<file path="config.mk">
export PLATFORM = sky130hd
export DESIGN_NAME = instr_fetch_sequencer
export DESIGN_NICKNAME = d
export VERILOG_FILES = /design/src/rtl/instr_fetch_sequencer.sv
export SDC_FILE = /design/constraint.sdc
export NUM_CORES = 1
export LEC_CHECK = 0
export ABC_AREA = 1
export CAP_MARGIN = 40
export CORE_AREA = 2 2 63 65
export DETAILED_ROUTE_END_ITERATION = 12
export DIE_AREA = 0 0 65 67
export MAX_ROUTING_LAYER = met4
export PLACE_DENSITY = 0.77
export SLEW_MARGIN = 20
export SYNTH_ARGS = -nofsm -noshare
export SYNTH_HDL_FRONTEND = slang
export SYNTH_SLANG_ARGS = --single-unit
</file>
<file path="constraint.sdc">
create_clock -name clk -period 1.6 [get_ports clk]
set_input_delay 0.24 -clock clk [delete_from_list [all_inputs] [get_ports clk]]
set_output_delay 0.24 -clock clk [all_outputs]
set_load 0.02 [all_outputs]
</file>
<file path="src/rtl/instr_fetch_sequencer.sv">
// Instruction fetch sequencer: reads opcodes from synchronous program memory,
// resolves JMP/RETI/HALT locally, issues the rest over valid/ready.
module instr_fetch_sequencer #(
   parameter int unsigned       ADDR_W     = 8,
   parameter logic [ADDR_W-1:0] IRQ_VECTOR = ADDR_W'(8'hF0)
) (
   input  logic              clk,
   input  logic              reset,
   input  logic              start,
   output logic              imem_rd_en,
   output logic [ADDR_W-1:0] imem_addr,
   input  logic [7:0]        imem_rd_data,
   output logic [7:0]        instr,
   output logic              instr_valid,
   input  logic              instr_ready,
   input  logic              interrupt,
   output logic              irq_ack,
   output logic [ADDR_W-1:0] pc,
   output logic              in_isr,
   output logic              busy,
   output logic              halted
);

   localparam logic [7:0] OP_HALT = 8'hFF;
   localparam logic [7:0] OP_JMP  = 8'h40;
   localparam logic [7:0] OP_RETI = 8'h50;

   typedef enum logic [2:0] {
      S_IDLE, S_FETCH, S_WAIT, S_ISSUE, S_JFETCH, S_JWAIT, S_HALTED
   } state_t;

   state_t            r_state, w_state_nxt;
   logic [ADDR_W-1:0] r_pc, w_pc_nxt;
   logic [ADDR_W-1:0] r_epc, w_epc_nxt;
   logic [7:0]        r_ir, w_ir_nxt;
   logic              r_in_isr, w_in_isr_nxt;
   logic              r_irq_d, r_irq_pending;
   logic              w_irq_edge, w_take;

   assign w_irq_edge = interrupt & ~r_irq_d;

   always_comb begin
      w_state_nxt  = r_state;
      w_pc_nxt     = r_pc;
      w_epc_nxt    = r_epc;
      w_ir_nxt     = r_ir;
      w_in_isr_nxt = r_in_isr;
      w_take       = 1'b0;
      imem_rd_en   = 1'b0;
      imem_addr    = '0;
      instr        = '0;
      instr_valid  = 1'b0;
      unique case (r_state)
         S_IDLE: if (start) w_state_nxt = S_FETCH;
         S_FETCH: begin
            imem_rd_en  = 1'b1;
            imem_addr   = r_pc;
            w_state_nxt = S_WAIT;
         end
         S_WAIT: begin
            w_ir_nxt    = imem_rd_data;
            w_pc_nxt    = r_pc + ADDR_W'(1);
            w_state_nxt = S_ISSUE;
            case (imem_rd_data)
               OP_HALT: w_state_nxt = S_HALTED;
               OP_JMP:  w_state_nxt = S_JFETCH;
               OP_RETI: begin
                  // RETI outside a handler is a silent NOP
                  w_state_nxt = S_FETCH;
                  if (r_in_isr) begin
                     w_pc_nxt     = r_epc;
                     w_in_isr_nxt = 1'b0;
                  end
               end
               default: ;
            endcase
         end
         S_ISSUE: begin
            instr_valid = 1'b1;
            instr       = r_ir;
            if (instr_ready) begin
               w_state_nxt = S_FETCH;
               w_take      = r_irq_pending & ~r_in_isr;
            end
         end
         S_JFETCH: begin
            imem_rd_en  = 1'b1;
            imem_addr   = r_pc;
            w_state_nxt = S_JWAIT;
         end
         S_JWAIT: begin
            w_pc_nxt    = ADDR_W'(imem_rd_data);
            w_state_nxt = S_FETCH;
         end
         S_HALTED: w_take = r_irq_pending & ~r_in_isr;
         default:  w_state_nxt = S_IDLE;
      endcase
      // pc already points past the issued instr / HALT, so it is the return address
      if (w_take) begin
         w_epc_nxt    = r_pc;
         w_pc_nxt     = IRQ_VECTOR;
         w_in_isr_nxt = 1'b1;
         w_state_nxt  = S_FETCH;
      end
   end

   always_ff @(posedge clk) begin
      if (reset) begin
         r_state       <= S_IDLE;
         r_pc          <= '0;
         r_epc         <= '0;
         r_ir          <= '0;
         r_in_isr      <= 1'b0;
         r_irq_d       <= 1'b0;
         r_irq_pending <= 1'b0;
      end else begin
         r_state  <= w_state_nxt;
         r_pc     <= w_pc_nxt;
         r_epc    <= w_epc_nxt;
         r_ir     <= w_ir_nxt;
         r_in_isr <= w_in_isr_nxt;
         r_irq_d  <= interrupt;
         if (w_irq_edge)  r_irq_pending <= 1'b1;
         else if (w_take) r_irq_pending <= 1'b0;
      end
   end

   assign irq_ack = w_take;
   assign pc      = r_pc;
   assign in_isr  = r_in_isr;
   assign busy    = (r_state != S_IDLE) && (r_state != S_HALTED);
   assign halted  = (r_state == S_HALTED);

endmodule

</file>
# == After elaboration in Yosys (flattened, before gate mapping) ==
# Cells that the tools add are included.
# word_totals
regBits,30
in_bits,13
out_inout_bits,30
wordCells,63
# classes
addsub,1
eq_ne,15
mux,20
n_bitwise,5
n_reduce_logical,13
# ops
cell,n
8-bit 2-to-1 mux,5
3-bit one-hot mux with 7 select lines,1
"8-bit by 7-bit equality test with 1-bit output, second input constant",2
8-bit one-hot mux with 2 select lines,1
"3-bit equality test, second input constant",3
1-bit 2-to-1 mux,9
"3-bit != test, second input constant",3
3-bit one-hot mux with 3 select lines,1
"8-bit by 1-bit adder with 8-bit output, second input constant",1
"8-bit equality test, second input constant",1
2-bit nonzero test,4
"3-bit by 2-bit equality test with 1-bit output, second input constant",2
3-bit 2-to-1 mux,2
"2-bit != test, second input constant",3
3-bit AND reduction,2
3-bit nonzero test,2
2-bit OR reduction,2
"3-bit by 1-bit equality test with 1-bit output, second input constant",1
3-bit logical NOT,1
1-bit inverter,3
1-bit AND,2
1-bit one-hot mux with 2 select lines,1
2-bit AND reduction,1
1-bit logical AND,1

# == Depth between registers and ports, before layout ==
# depth
word_depth,6
depth_mapped,10
mapped_depth_nobuf,9

# == Worst setup path before layout ==
# No wires, ideal clock.
# synth_path
path_kind,reg-to-output
startpoint,reg r_state[2]
endpoint,out imem_addr[0]
arrival_time_ns,1.295
required_ns,1.360
path_slack_ns,0.065
path_stages_with_launch,7
path_buffers,0
cell_sequence,dfxtp_1 > inv_1 > nor3_1 > inv_1 > nand2_1 > inv_1 > nor2_1
# synth_between
elab_chain_len,3
elab_cells_between_ends,4
cone_classes,eq/ne: 2; mux: 1; reduce/logical: 1
# synth_lines
item,line_no,rtl
from (decl),32,"state_t r_state, w_state_nxt;"
from (signal assigned),117,r_state <= w_state_nxt;
3-bit equality test / 3-bit by 1-bit equality test with 1-bit output (equally long branches),53,unique case (r_state)
2-bit OR reduction (no line) (*),n/a,
8-bit 2-to-1 mux (*),53,
to (decl),11,"output logic [ADDR_W-1:0] imem_addr,"
# Every way passes the cells marked *; elsewhere a longest branch is shown, timed or not.

# == Final worst setup path ==
# layout_path
startpoint,"reg r_pc[1], in the netlist pc[1]"
endpoint,out pc[1]
# layout_rtl
item,line_no,rtl
from (decl),33,"logic [ADDR_W-1:0] r_pc, w_pc_nxt;"
from (signal assigned),118,r_pc <= w_pc_nxt;
to (decl),18,"output logic [ADDR_W-1:0] pc,"
# No word-level cell between the ends.

==> results.md <==
* Status: complete, no violations
* Post-detailed-route count of antenna-violating nets at 0
* Final Critical Period at 1.56 ns
* Max Freq at 642 MHz
* CP Launch Type: register
* Layout cells sized above 1 at 0.248
* Vias per inst at 4.95
* Diodes inserted at 0
* Worst-Skew Late Latency at 0.29 ns
* Via count at 1975
* Family with the most delay on the worst path: buffers and inverters
* Clk sinks at 30
* Busiest grt layer: met2
* DP Wirelength at 3.37 mm
* CP Buf/Inv Count at 1
* Worst reg2reg path startpoint: r_state[0]
* Asr flop ratio synth at 0
* Count leader, synth: inv_1
* Static leakage at 0.00125 µW
* # hold bufs at CTS at 0
* Ys Warns at 0
* Ports at 43
* Final #Nets at 364
* Worst hold-check path type: reg -> reg
* Reg area at 604 µm²
* Setup TNS at 0 ns
* Seq pwr share at 0.352
* Global Route met2 Usage at 0.389
* Max IR drop VDD at 0.718 mV
* Die X at 65 µm
* Clock Pin Slew Worst Setup and Hold Paths at 0.07 ns
* Period utilization at 0.973
* Combinational share of power at 0.415
* GRT met3 Usage at 0.0422
* Iteration-0 DRC Markers at 170
* Synth area leader: dfxtp_1
* Slowest cell delay on critical path at 0.63 ns
* Initial Util at 0.477
* Pre-Repair DR Iteration Count at 4
* Internal power at 1710 µW
* Critical path, cell by cell: clkdlybuf4s50_1
* Number of distinct library cells after synthesis at 23
* CTS tree: yes
* HP Start: r_irq_d
* Synth Register Bits at 30
* DRC violations left at 0
* Synth Cell Area at 0.00172 mm²
* Die Span Y at 67 µm
* Max_cap viols at 0
* Area grow syn2layout at 45.0%
* Clk pwr share at 0.233
* Syn nets at 289
* Max Root-Sink Buffers at 2
* Setup crit start: pc[1]
* CP max stage cell: clkdlybuf4s50_1
* Post-synthesis sequential area ratio at 0.349
* PD cells at 1100 mW/mm²
* Row count at 22
* GR Overflow Total at 0
* Avg Synthesized Cell Area at 6.26 µm²
* CTS Root Cell: clkbuf_8
* Worst Tran Pin Value at 0.441 ns
* Worst endpoint required time at 1.36 ns
* First-pass GRT wire length at 7.94 mm
* Placeable Area at 0.00361 mm²
* Grt met1 use at 0.307
* Multi-input gate area in the final layout at 877 µm²
* Placer Congestion at 0.911
* Htree depth at 2
* Worst Clk Skew at 0.00592 ns
* Endpoints failing setup at 0
* FILL cells at 319
* Kind of critical path: reg -> out
* End-of-flow core utilization at 0.692
* Routed wire per std cell at 11.8 µm
* Final slew viol count at 0
* Die area at 0.00436 mm²
* Tot GR Track Use at 0.244
* Routed WL at 4.72 mm
* Crit Path Max Fanout at 4
* NetSw at 1050 µW
* CP arrival at 1.32 ns
* Yosys top cell area share at 0.349
* Post-synth EDFFs at 0
* Switching Share at 0.380
* Crit. End Element: output port
* Mapped Cells at 275
* Port bufs at 42
* Initial antenna violation count at 0
* Most frequent cells after synthesis: inv_1 (55), nand2_1 (51), nor2_1 (31)
* Commonest register cell after synthesis: dfxtp_1
* Largest net degree at the start of global routing at 21
* Vias in the first global route at 1789
* Number of buffers created by CTS at 5
* Slew margin rel. at 0.705
* Hold Fails Final Rpt at 0
* Synth area leaders: dfxtp_1 (35%), inv_1 (12%), nand2_1 (11%), nand3_1 (7.6%), o21ai_0 (7.0%)
cell usage in the layout, fill, tap and decap left out, drive strengths merged:
master / netlist / routed
ha: 1 / 1
a21oi: 27 / 27
xor2: 2 / 2
nand2: 52 / 52
inv: 59 / 59
clkdlybuf4s15: 0 / 1
clkdlybuf4s50: 0 / 16
dfxtp: 30 / 30
dlymetal6s2s: 0 / 5
nor3: 2 / 2
o21ai: 24 / 24
clkinv: 0 / 1
nor2: 35 / 35
nand4: 1 / 1
xnor2: 1 / 1
buf: 8 / 55
nand3: 27 / 27
o32ai: 1 / 1
o22ai: 4 / 4
clkbuf: 1 / 7
power by group through the flow:
stage	Combinational, µW	Clock [µW]	Sequential (µW)
final	1140	643	969
after global routing	1270	692	984
after CTS	1100	649	964
after detailed placement	1110	0	975
after global placement	1090	0	971
after floorplan	645	0	998
state kept, by name, summed over array words and instances, names as in the netlist:
name and cells:
r_state 3, r_ir 8, r_irq_d 1, r_irq_pending 1, r_epc 8, pc 8
in_isr 1
timing repair:
action                     in CTS  in global routing
gates resized for setup        76                 37
pin swaps                       0                  1
setup endpoints to repair      21                 31
setup buffers                   0                  1
cell type report:
cell class / instances / area share
clock buffer: 7 / 0.0346
sequential: 30 / 0.242
tap: 48 / 0.0241
multi-input combinational: 177 / 0.351
inverter: 59 / 0.0897
timing repair buffer: 77 / 0.256
clock inverter: 1 / 0.00201
worst paths after layout:
kind,end,slack [ns],depth (start not counted)
worst min register to register,r_irq_pending,0.43,1
worst max register to register,pc[7],0.13,6
worst max-delay path,pc[1],0.04,1
worst min-delay path,r_irq_pending,0.43,1
cells by family after synthesis:
kind of cell | after synthesis | synth area share
AND/OR/NAND/NOR | 117 | 0.288
AO/OA/AOI/OAI | 56 | 0.177
flip-flops | 30 | 0.349
buffers and inverters | 68 | 0.164
adder cells (fa/ha/maj) | 1 | 0.00727
XOR/XNOR | 3 | 0.0153
routing by layer:
metal	vias to the layer above	share of wire
li1	1006	-
met1	898	0.47
met2	59	0.45
met3	12	0.048
met4	0	0.029
met5	-	0
metrics by stage:
step	instances	area (µm²)	hold slack, ns	worst slack (ns)	total power (µW)
5_1_grt	399	2500	0.462	-0.0335	2940
4_1_cts	398	2470	0.437	0.00326	2710
3_3_place_gp	390	2410	0.420	-0.280	2060
3_5_place_dp	390	2410	0.428	-0.289	2090
2_1_floorplan	275	1720	0.309	0.0645	1640
6_report	399	2500	0.434	0.0436	2750
Note: power is estimated with default switching activity, not from simulation.
